## src/rtl/bit_serializer.sv

```systemverilog
// Parallel-to-serial front end for the parity FSM: captures a word on a rising
// start level, shifts it out LSB first and optionally appends an even-parity bit.
module bit_serializer #(
    parameter int NBITS     = 8,
    parameter bit PARITY_EN = 1'b1
) (
    input  logic                       clk_2,
    input  logic                       reset,
    input  logic                       start,
    input  logic [NBITS-1:0]           data_in,
    output logic                       bit_out,
    output logic                       bit_valid,
    output logic                       busy,
    output logic                       done,
    output logic [$clog2(NBITS+1)-1:0] ones_count
);

    localparam int CW = $clog2(NBITS + 1);
    localparam int IW = $clog2(NBITS);

    typedef enum logic [1:0] {
        IDLE,
        SHIFT,
        PARITY,
        DONE
    } state_t;

    state_t           state;
    state_t           state_next;
    logic [NBITS-1:0] shreg;
    logic             par;
    logic [IW-1:0]    idx;
    logic             start_q;
    logic             start_edge;

    assign start_edge = start & ~start_q;

    // NOTE: sequential state uses <= so every register samples pre-edge values.
    always_ff @(posedge clk_2) begin
        if (reset) begin
            state <= IDLE;
        end else begin
            state <= state_next;
        end
    end

    // NOTE: next state defaults to the current one first so no latch is inferred.
    always_comb begin
        state_next = state;
        case (state)
            IDLE:   if (start_edge) state_next = SHIFT;
            SHIFT:  if (idx == IW'(NBITS - 1)) state_next = PARITY_EN ? PARITY : DONE;
            PARITY: state_next = DONE;
            DONE:   state_next = IDLE;
            default: state_next = IDLE;
        endcase
    end

    // start_q resets high so a switch held on through reset cannot launch a frame.
    always_ff @(posedge clk_2) begin
        if (reset) begin
            start_q    <= 1'b1;
            shreg      <= '0;
            par        <= 1'b0;
            idx        <= '0;
            ones_count <= '0;
        end else begin
            start_q <= start;
            case (state)
                IDLE: begin
                    if (start_edge) begin
                        shreg      <= data_in;
                        par        <= ^data_in;
                        idx        <= '0;
                        ones_count <= '0;
                    end
                end
                SHIFT: begin
                    shreg      <= shreg >> 1;
                    idx        <= idx + IW'(1);
                    ones_count <= ones_count + CW'(shreg[0]);
                end
                default: ;
            endcase
        end
    end

    // Moore outputs; bit_out stays 0 outside a frame so the parity FSM holds still.
    always_comb begin
        bit_out   = 1'b0;
        bit_valid = 1'b0;
        done      = 1'b0;
        busy      = (state != IDLE);
        case (state)
            SHIFT: begin
                bit_out   = shreg[0];
                bit_valid = 1'b1;
            end
            PARITY: begin
                bit_out   = par;
                bit_valid = 1'b1;
            end
            DONE:    done = 1'b1;
            default: ;
        endcase
    end

endmodule
```

## config.mk

```make
export PLATFORM = sky130hd
export DESIGN_NAME = bit_serializer
export DESIGN_NICKNAME = d
export VERILOG_FILES = /design/src/rtl/bit_serializer.sv
export SDC_FILE = /design/constraint.sdc
export NUM_CORES = 1
export LEC_CHECK = 0
export ABC_AREA = 1
export CAP_MARGIN = 20
export CELL_PAD_IN_SITES_DETAIL_PLACEMENT = 0
export CELL_PAD_IN_SITES_GLOBAL_PLACEMENT = 1
export CORE_MARGIN = 1.5
export CORE_UTILIZATION = 40
export DETAILED_ROUTE_END_ITERATION = 8
export PLACE_DENSITY_LB_ADDON = 0.2
export SETUP_SLACK_MARGIN = 0.2
export SYNTH_ARGS = -nofsm -noshare
export SYNTH_HDL_FRONTEND = slang
export SYNTH_SLANG_ARGS = --single-unit
```

## constraint.sdc

```tcl
create_clock -name clk_2 -period 2.8 [get_ports clk_2]
set_clock_uncertainty 0.05 [all_clocks]
set_input_delay 0.28 -clock clk_2 [delete_from_list [all_inputs] [get_ports clk_2]]
set_output_delay 0.28 -clock clk_2 [all_outputs]
set_load 0.02 [all_outputs]
```

==> results_dict.tcl, run 1 <==
set metrics [dict create \
    status "finished clean" \
    clkLatencyLatePin_ns 0.30 \
    post_synth_instance_area_um2 1131 \
    die_w_um 56.18 \
    max_freq_mhz 434.8 \
    vias_per_cell 4.956 \
    ant_nets 0 \
    synth_edf_count 0 \
    cts_resized 0 \
    syn_to_final_growth_pct 18.58 \
    cp.buffers_inverters 2 \
    grt_pass1_vias 981 \
    fin_setup_tns_ns 0 \
    synth_async_sr_flop_share 0 \
    seq_area_um2 380.4 \
    avgRoutedWirePerCell_um 11.18 \
    wl_met3_um 68 \
    crit_required_ns 2.47 \
    synth_area_per_cell_um2 7.251 \
    p_comb_frac 0.473 \
    place_ws_ns 0.8654 \
    path_max_fanout 5 \
    nNetsFinal 195 \
    p_seq_frac 0.376 \
    grt_max_degree 21 \
    netSwitchingFraction 0.4251 \
    final-hold-violation-count 0 \
    yosysWarnings 0 \
    crit_family "buffers and inverters" \
    cp_slowest_cell "clkdlybuf4s50_1" \
    cts-hold-fix-buffers 0 \
    grt_remaining_overflow 0 \
    die-area_um2 3156 \
    arrival_ns 1.97 \
    root_buffer "clkbuf_4" \
    synth_cell_type_count 26 \
    htree_levels 1 \
    power.density_nw_per_um2 712.5 \
    wl_met2_um 1075 \
    p_switching_mw 0.4063 \
    ys_seq_area_frac 0.3363 \
    initial_core_util 0.4174 \
    post_cts_buffers 0 \
    relSlewSlack 0.7337 \
    multi_input_area_um2 629.4 \
    grt_util_all_layers 0.1662 \
    ys_ff_latch 19 \
    antenna_found_initial 0 \
    fin_crit_ns 2.300 \
    hold_class "register to register" \
    wl_met1_um 1122 \
    drc 0 \
    setup_viol 0 \
    crit_type "register to output port" \
    drt_iter0_drc 33 \
    cts_buffers 3 \
    core-area_um2 2710 \
    vias 1016 \
    antenna_cells 0 \
    drv_cap 0 \
    ios 19 \
    layout_setup_ws_ns 0.5000 \
    drive_gt1_frac 0.1034 \
    hpwl_um 1757 \
    critical_path.max_stage_delay_ns 0.63 \
    ys.flop_type "dfxtp_1" \
    rows 19 \
    drt-total-wl_um 2292 \
    grt_pass1_wl_um 4181 \
    final-max-slew-violation-count 0 \
    clk_path_buf_depth 2 \
    port_buffers 18 \
    clkSlewWorstSetupHoldPaths_ns 0.11 \
    p_int_mw 0.5494 \
    first_pass_iters 4 \
    cp-end-kind "output port" \
    top_layer "met4" \
    critPathLaunchType "register" \
    globalplace.congestion 0.7032 \
    clock_sinks 19 \
    p_leak_nw 0.6174 \
    cts_tree "built" \
    power_frac_clock 0.152 \
    syn-num-nets 176 \
    rsz0062_at_grt "false" \
    netlist_instances 156 \
    path_cells "inv_1 > ha_1 > a21boi_0 > clkdlybuf4s50_1" \
    layout_worst_path_cycle_share 0.8214 \
    worst_slew_pin_slew_ns 0.3990 \
    ir_drop_uv 681.2 \
    n_fill_cell 298 \
    die_h_um 56.18 \
]
==> cells in the mapped netlist, types with 2 or more instances <==
library cell	n	area, um2
buf_6	3	33.78
xnor2_1	2	17.52
a31oi_1	2	12.51
ha_1	9	112.6
nor2_1	6	22.52
o21ai_2	2	17.52
a31oi_2	5	62.56
dfxtp_1	19	380.4
o21ai_1	8	40.04
nand3_1	5	25.02
inv_1	18	67.56
a21oi_1	10	50.05
nand2_1	53	198.9
nor3_1	2	10.01
==> power groups by stage <==
stage | Clock, mW | Combinational (mW) | Sequential [mW]
after detailed placement | 0 | 0.451 | 0.366
after global placement | 0 | 0.440 | 0.363
after global routing | 0.160 | 0.509 | 0.365
final | 0.145 | 0.452 | 0.359
after floorplan | 0 | 0.351 | 0.357
after CTS | 0.152 | 0.454 | 0.359
==> registers in the layout (all words and copies together) (netlist names) <==
register / count
par: 1
state: 2
ones_count: 4
start_q: 1
shreg: 8
idx: 3
==> routing by layer <==
metal	vias to the layer above	GRT usage
li1	533	-
met1	466	0.2187
met2	13	0.2639
met3	4	0.04651
met4	0	0.05102
met5	-	0
==> area by class of cell <==
type,count,share of cell area
multi-input cells,112,0.4692
flip-flops and latches,19,0.2836
repair buffers,19,0.1399
inverters,20,0.05784
well taps,31,0.02892
clock buffers,3,0.01679
clock inverters,1,0.003731
==> path summary, 6_finish.rpt <==
path                                            start                    endpoint  slack (ns)  depth (start not counted)
worst min register to register    idx[1]$_SDFFE_PP0P_         idx[1]$_SDFFE_PP0P_        0.42                          2
worst max register to register  state[1]$_SDFFE_PP0P_  ones_count[1]$_SDFFE_PP0P_        0.98                          8
worst max-delay path            state[0]$_SDFFE_PP0P_                     bit_out        0.50                          4
worst min-delay path              idx[1]$_SDFFE_PP0P_         idx[1]$_SDFFE_PP0P_        0.42                          2
==> cells in the final DEF (no fill, tap or decap) <==
| cell type | instances |
|---|---|
| a21boi_0 | 1 |
| a21oi_1 | 10 |
| a21oi_2 | 1 |
| a31oi_1 | 2 |
| a31oi_2 | 5 |
| and3_1 | 1 |
| buf_4 | 1 |
| clkbuf_4 | 3 |
| clkdlybuf4s50_1 | 18 |
| clkinv_2 | 1 |
| dfxtp_1 | 19 |
| ha_1 | 9 |
| inv_1 | 18 |
| inv_2 | 1 |
| inv_4 | 1 |
| nand2_1 | 53 |
| nand3_1 | 5 |
| nor2_1 | 6 |
| nor2_2 | 1 |
| nor3_1 | 2 |
| nor3_2 | 1 |
| o211ai_1 | 1 |
| o21a_1 | 1 |
| o21ai_1 | 8 |
| o21ai_2 | 2 |
| or2_2 | 1 |
| xnor2_1 | 2 |
==> worst min-delay path, cell delays in order (launching register included) <==
cell     delay [ns]
dfxtp_1        0.33
nand2_1        0.06
a21oi_1        0.05
==> kinds of logic after synthesis <==
group	after synthesis	share of synthesized area
AO/OA/AOI/OAI	31	0.1892
XOR/XNOR	2	0.01549
adder cells (fa/ha/maj)	9	0.09956
buffers and inverters	25	0.1073
flip-flops	19	0.3363
AND/OR/NAND/NOR	70	0.2522
==> metrics by stage <==
stage	util	total power, mW	std cells	instance area [um2]	hold WS [ns]
2_1_floorplan	-	0.7089	156	1131	0.3366
3_3_place_gp	0.4848	0.8032	201	1314	0.4067
6_report	0.4949	0.9557	205	1341	0.4239
4_1_cts	0.4949	0.9652	205	1341	0.4293
5_1_grt	0.4949	1.035	205	1341	0.4438
3_5_place_dp	0.4848	0.8168	201	1314	0.4084
Power figures use the tool's default switching activity.
==> inputs of run 2 (changes only) <==
--- a/config.mk
+++ b/config.mk
@@ -10,7 +10,7 @@
 export CELL_PAD_IN_SITES_DETAIL_PLACEMENT = 0
 export CELL_PAD_IN_SITES_GLOBAL_PLACEMENT = 1
 export CORE_MARGIN = 1.5
-export CORE_UTILIZATION = 40
+export CORE_UTILIZATION = 33
 export DETAILED_ROUTE_END_ITERATION = 8
 export PLACE_DENSITY_LB_ADDON = 0.2
 export SETUP_SLACK_MARGIN = 0.2
==> constraint.sdc (replaced) <==
create_clock -name clk_2 -period 1.9 [get_ports clk_2]
set_clock_uncertainty 0.05 [all_clocks]
set_input_delay 0.19 -clock clk_2 [delete_from_list [all_inputs] [get_ports clk_2]]
set_output_delay 0.19 -clock clk_2 [all_outputs]
set_load 0.02 [all_outputs]
==> results_dict.tcl, run 2 (synthesis gave the netlist of run 1 again) <==
set metrics [dict create \
    drt_iter0_drc 34 \
    drt-total-wl_um 2397 \
    cp-end-kind "output port" \
    cts-hold-fix-buffers 0 \
    htree_levels 1 \
    max_freq_mhz 626.0 \
    cp_slowest_cell "dfxtp_4" \
    p_leak_nw 0.6615 \
    syn_to_final_growth_pct 27.43 \
    final_common_cell "nand2_1" \
    antenna_found_initial 0 \
    p_int_mw 0.8929 \
    clock_sinks 19 \
    layout_worst_path_cycle_share 0.8407 \
    fin_total_pwr_mw 1.519 \
    worst_slew_pin_slew_ns 0.4060 \
    clk_path_buf_depth 2 \
    port_buffers 18 \
    antenna_cells 0 \
    nNetsFinal 201 \
    largest_reg_flops 8 \
    core-area_um2 3311 \
    r2r_start "state[1]$_SDFFE_PP0P_" \
    avgRoutedWirePerCell_um 10.61 \
    crit_required_ns 1.66 \
    globalplace.congestion 0.7041 \
    top_regs "shreg x8, ones_count x4, idx x3" \
    final-hold-violation-count 0 \
    die_w_um 61.55 \
    ir_drop_uv 810.6 \
    final-max-slew-violation-count 0 \
    grt_util_all_layers 0.1377 \
    holdWs_ns 0.4295 \
    p_comb_frac 0.504 \
    hold_class "register to register" \
    relSlewSlack 0.7290 \
    path_max_fanout 5 \
    rsz0062_at_grt "false" \
    root_buffer "clkbuf_4" \
    n_fill_cell 375 \
    critical_path.max_stage_delay_ns 0.39 \
    arrival_ns 1.36 \
    status "finished clean" \
    clkLatencyLatePin_ns 0.30 \
    power_frac_clock 0.138 \
    grt_remaining_overflow 0 \
    place_ws_ns 0.002949 \
    die_h_um 61.55 \
    drv_cap 0 \
    clkSlewWorstSetupHoldPaths_ns 0.11 \
    layout_setup_ws_ns 0.3027 \
    hpwl_um 1846 \
    path_cells "inv_1 > ha_4 > dlygate4sd2_1" \
    fin_crit_ns 1.597 \
    p_switching_mw 0.6265 \
    layout_common_cells "nand2_1, inv_1, dfxtp_1" \
    grt_pass1_vias 929 \
    critPathLaunchType "register" \
    hold_start "shreg[7]$_SDFFE_PP0P_" \
    setup_viol 0 \
    rows 21 \
    drc 0 \
    netSwitchingFraction 0.4123 \
    ios 19 \
    drive_gt1_frac 0.1722 \
    first_pass_iters 4 \
    place_area_um2 1363 \
    grt_pass1_wl_um 3905 \
    critPathLaunch "state[0]$_SDFFE_PP0P_" \
    grt_max_degree 20 \
    fin_setup_tns_ns 0 \
    ant_nets 0 \
    initial_core_util 0.3416 \
    vias_per_cell 4.460 \
    die-area_um2 3788 \
    vias 1008 \
    power.density_nw_per_um2 1054 \
    finish.instance_area_um2 1441 \
    top_register "shreg" \
    cts_tree "built" \
    cts_buffers 3 \
    p_seq_frac 0.358 \
    crit_type "register to output port" \
]
## run 2: worst max-delay path, delay by kind of cell (launching register included)
kind | cells | cell delay [ns]
adders and majority gates | 1 | 0.27
DFF | 1 | 0.39
buffers and inverters | 2 | 0.40
## run 2: per-layer routing
metal	track usage	wire, um	up-vias
met5	0	0	-
met3	0.03992	77	2
met1	0.1770	1210	444
li1	-	-	549
met2	0.2301	1096	13
met4	0.02736	13	0
## run 2: area by class of cell
cell class                      instances  area (um2)  area share
Tap cell                               46       57.56     0.03993
Clock buffer                            3       22.52     0.01563
Inverter                               20       77.57     0.05382
Clock inverter                          1       5.005    0.003472
Multi-Input combinational cell        112       651.9      0.4523
Sequential cell                        19       385.4      0.2674
Timing Repair Buffer                   25       241.5      0.1675
## run 2: timing repair
| item | in CTS | in global routing |
|---|---|---|
| pin swaps | 0 | 1 |
| gates resized for setup | 13 | 6 |
| endpoints found under the setup margin | 19 | 17 |
| cloned | 0 | 0 |
| buffers inserted | 0 | 2 |
## run 2: through the flow
stage,utilization,instances
floorplan,-,156
CTS,0.4210,224
detailed placement,0.4116,220
finish,0.4354,226
global route,0.4354,226
global placement,0.4116,220
## run 2: final timing paths
| check | to | slack (ns) | depth (start not counted) |
|---|---|---|---|
| hold / removal | shreg[7]$_SDFFE_PP0P_ | 0.43 | 2 |
| setup reg to reg | idx[1]$_SDFFE_PP0P_ | 0.37 | 7 |
| setup / recovery | bit_valid | 0.30 | 3 |
| hold reg to reg | shreg[7]$_SDFFE_PP0P_ | 0.43 | 2 |
## run 2: power by group through the flow
stage	Clock, mW	Combinational, mW	Sequential [mW]
global route	0.239	0.853	0.552
detailed placement	0	0.694	0.542
floorplan	0	0.518	0.527
CTS	0.220	0.690	0.537
finish	0.209	0.766	0.544
global placement	0	0.682	0.535
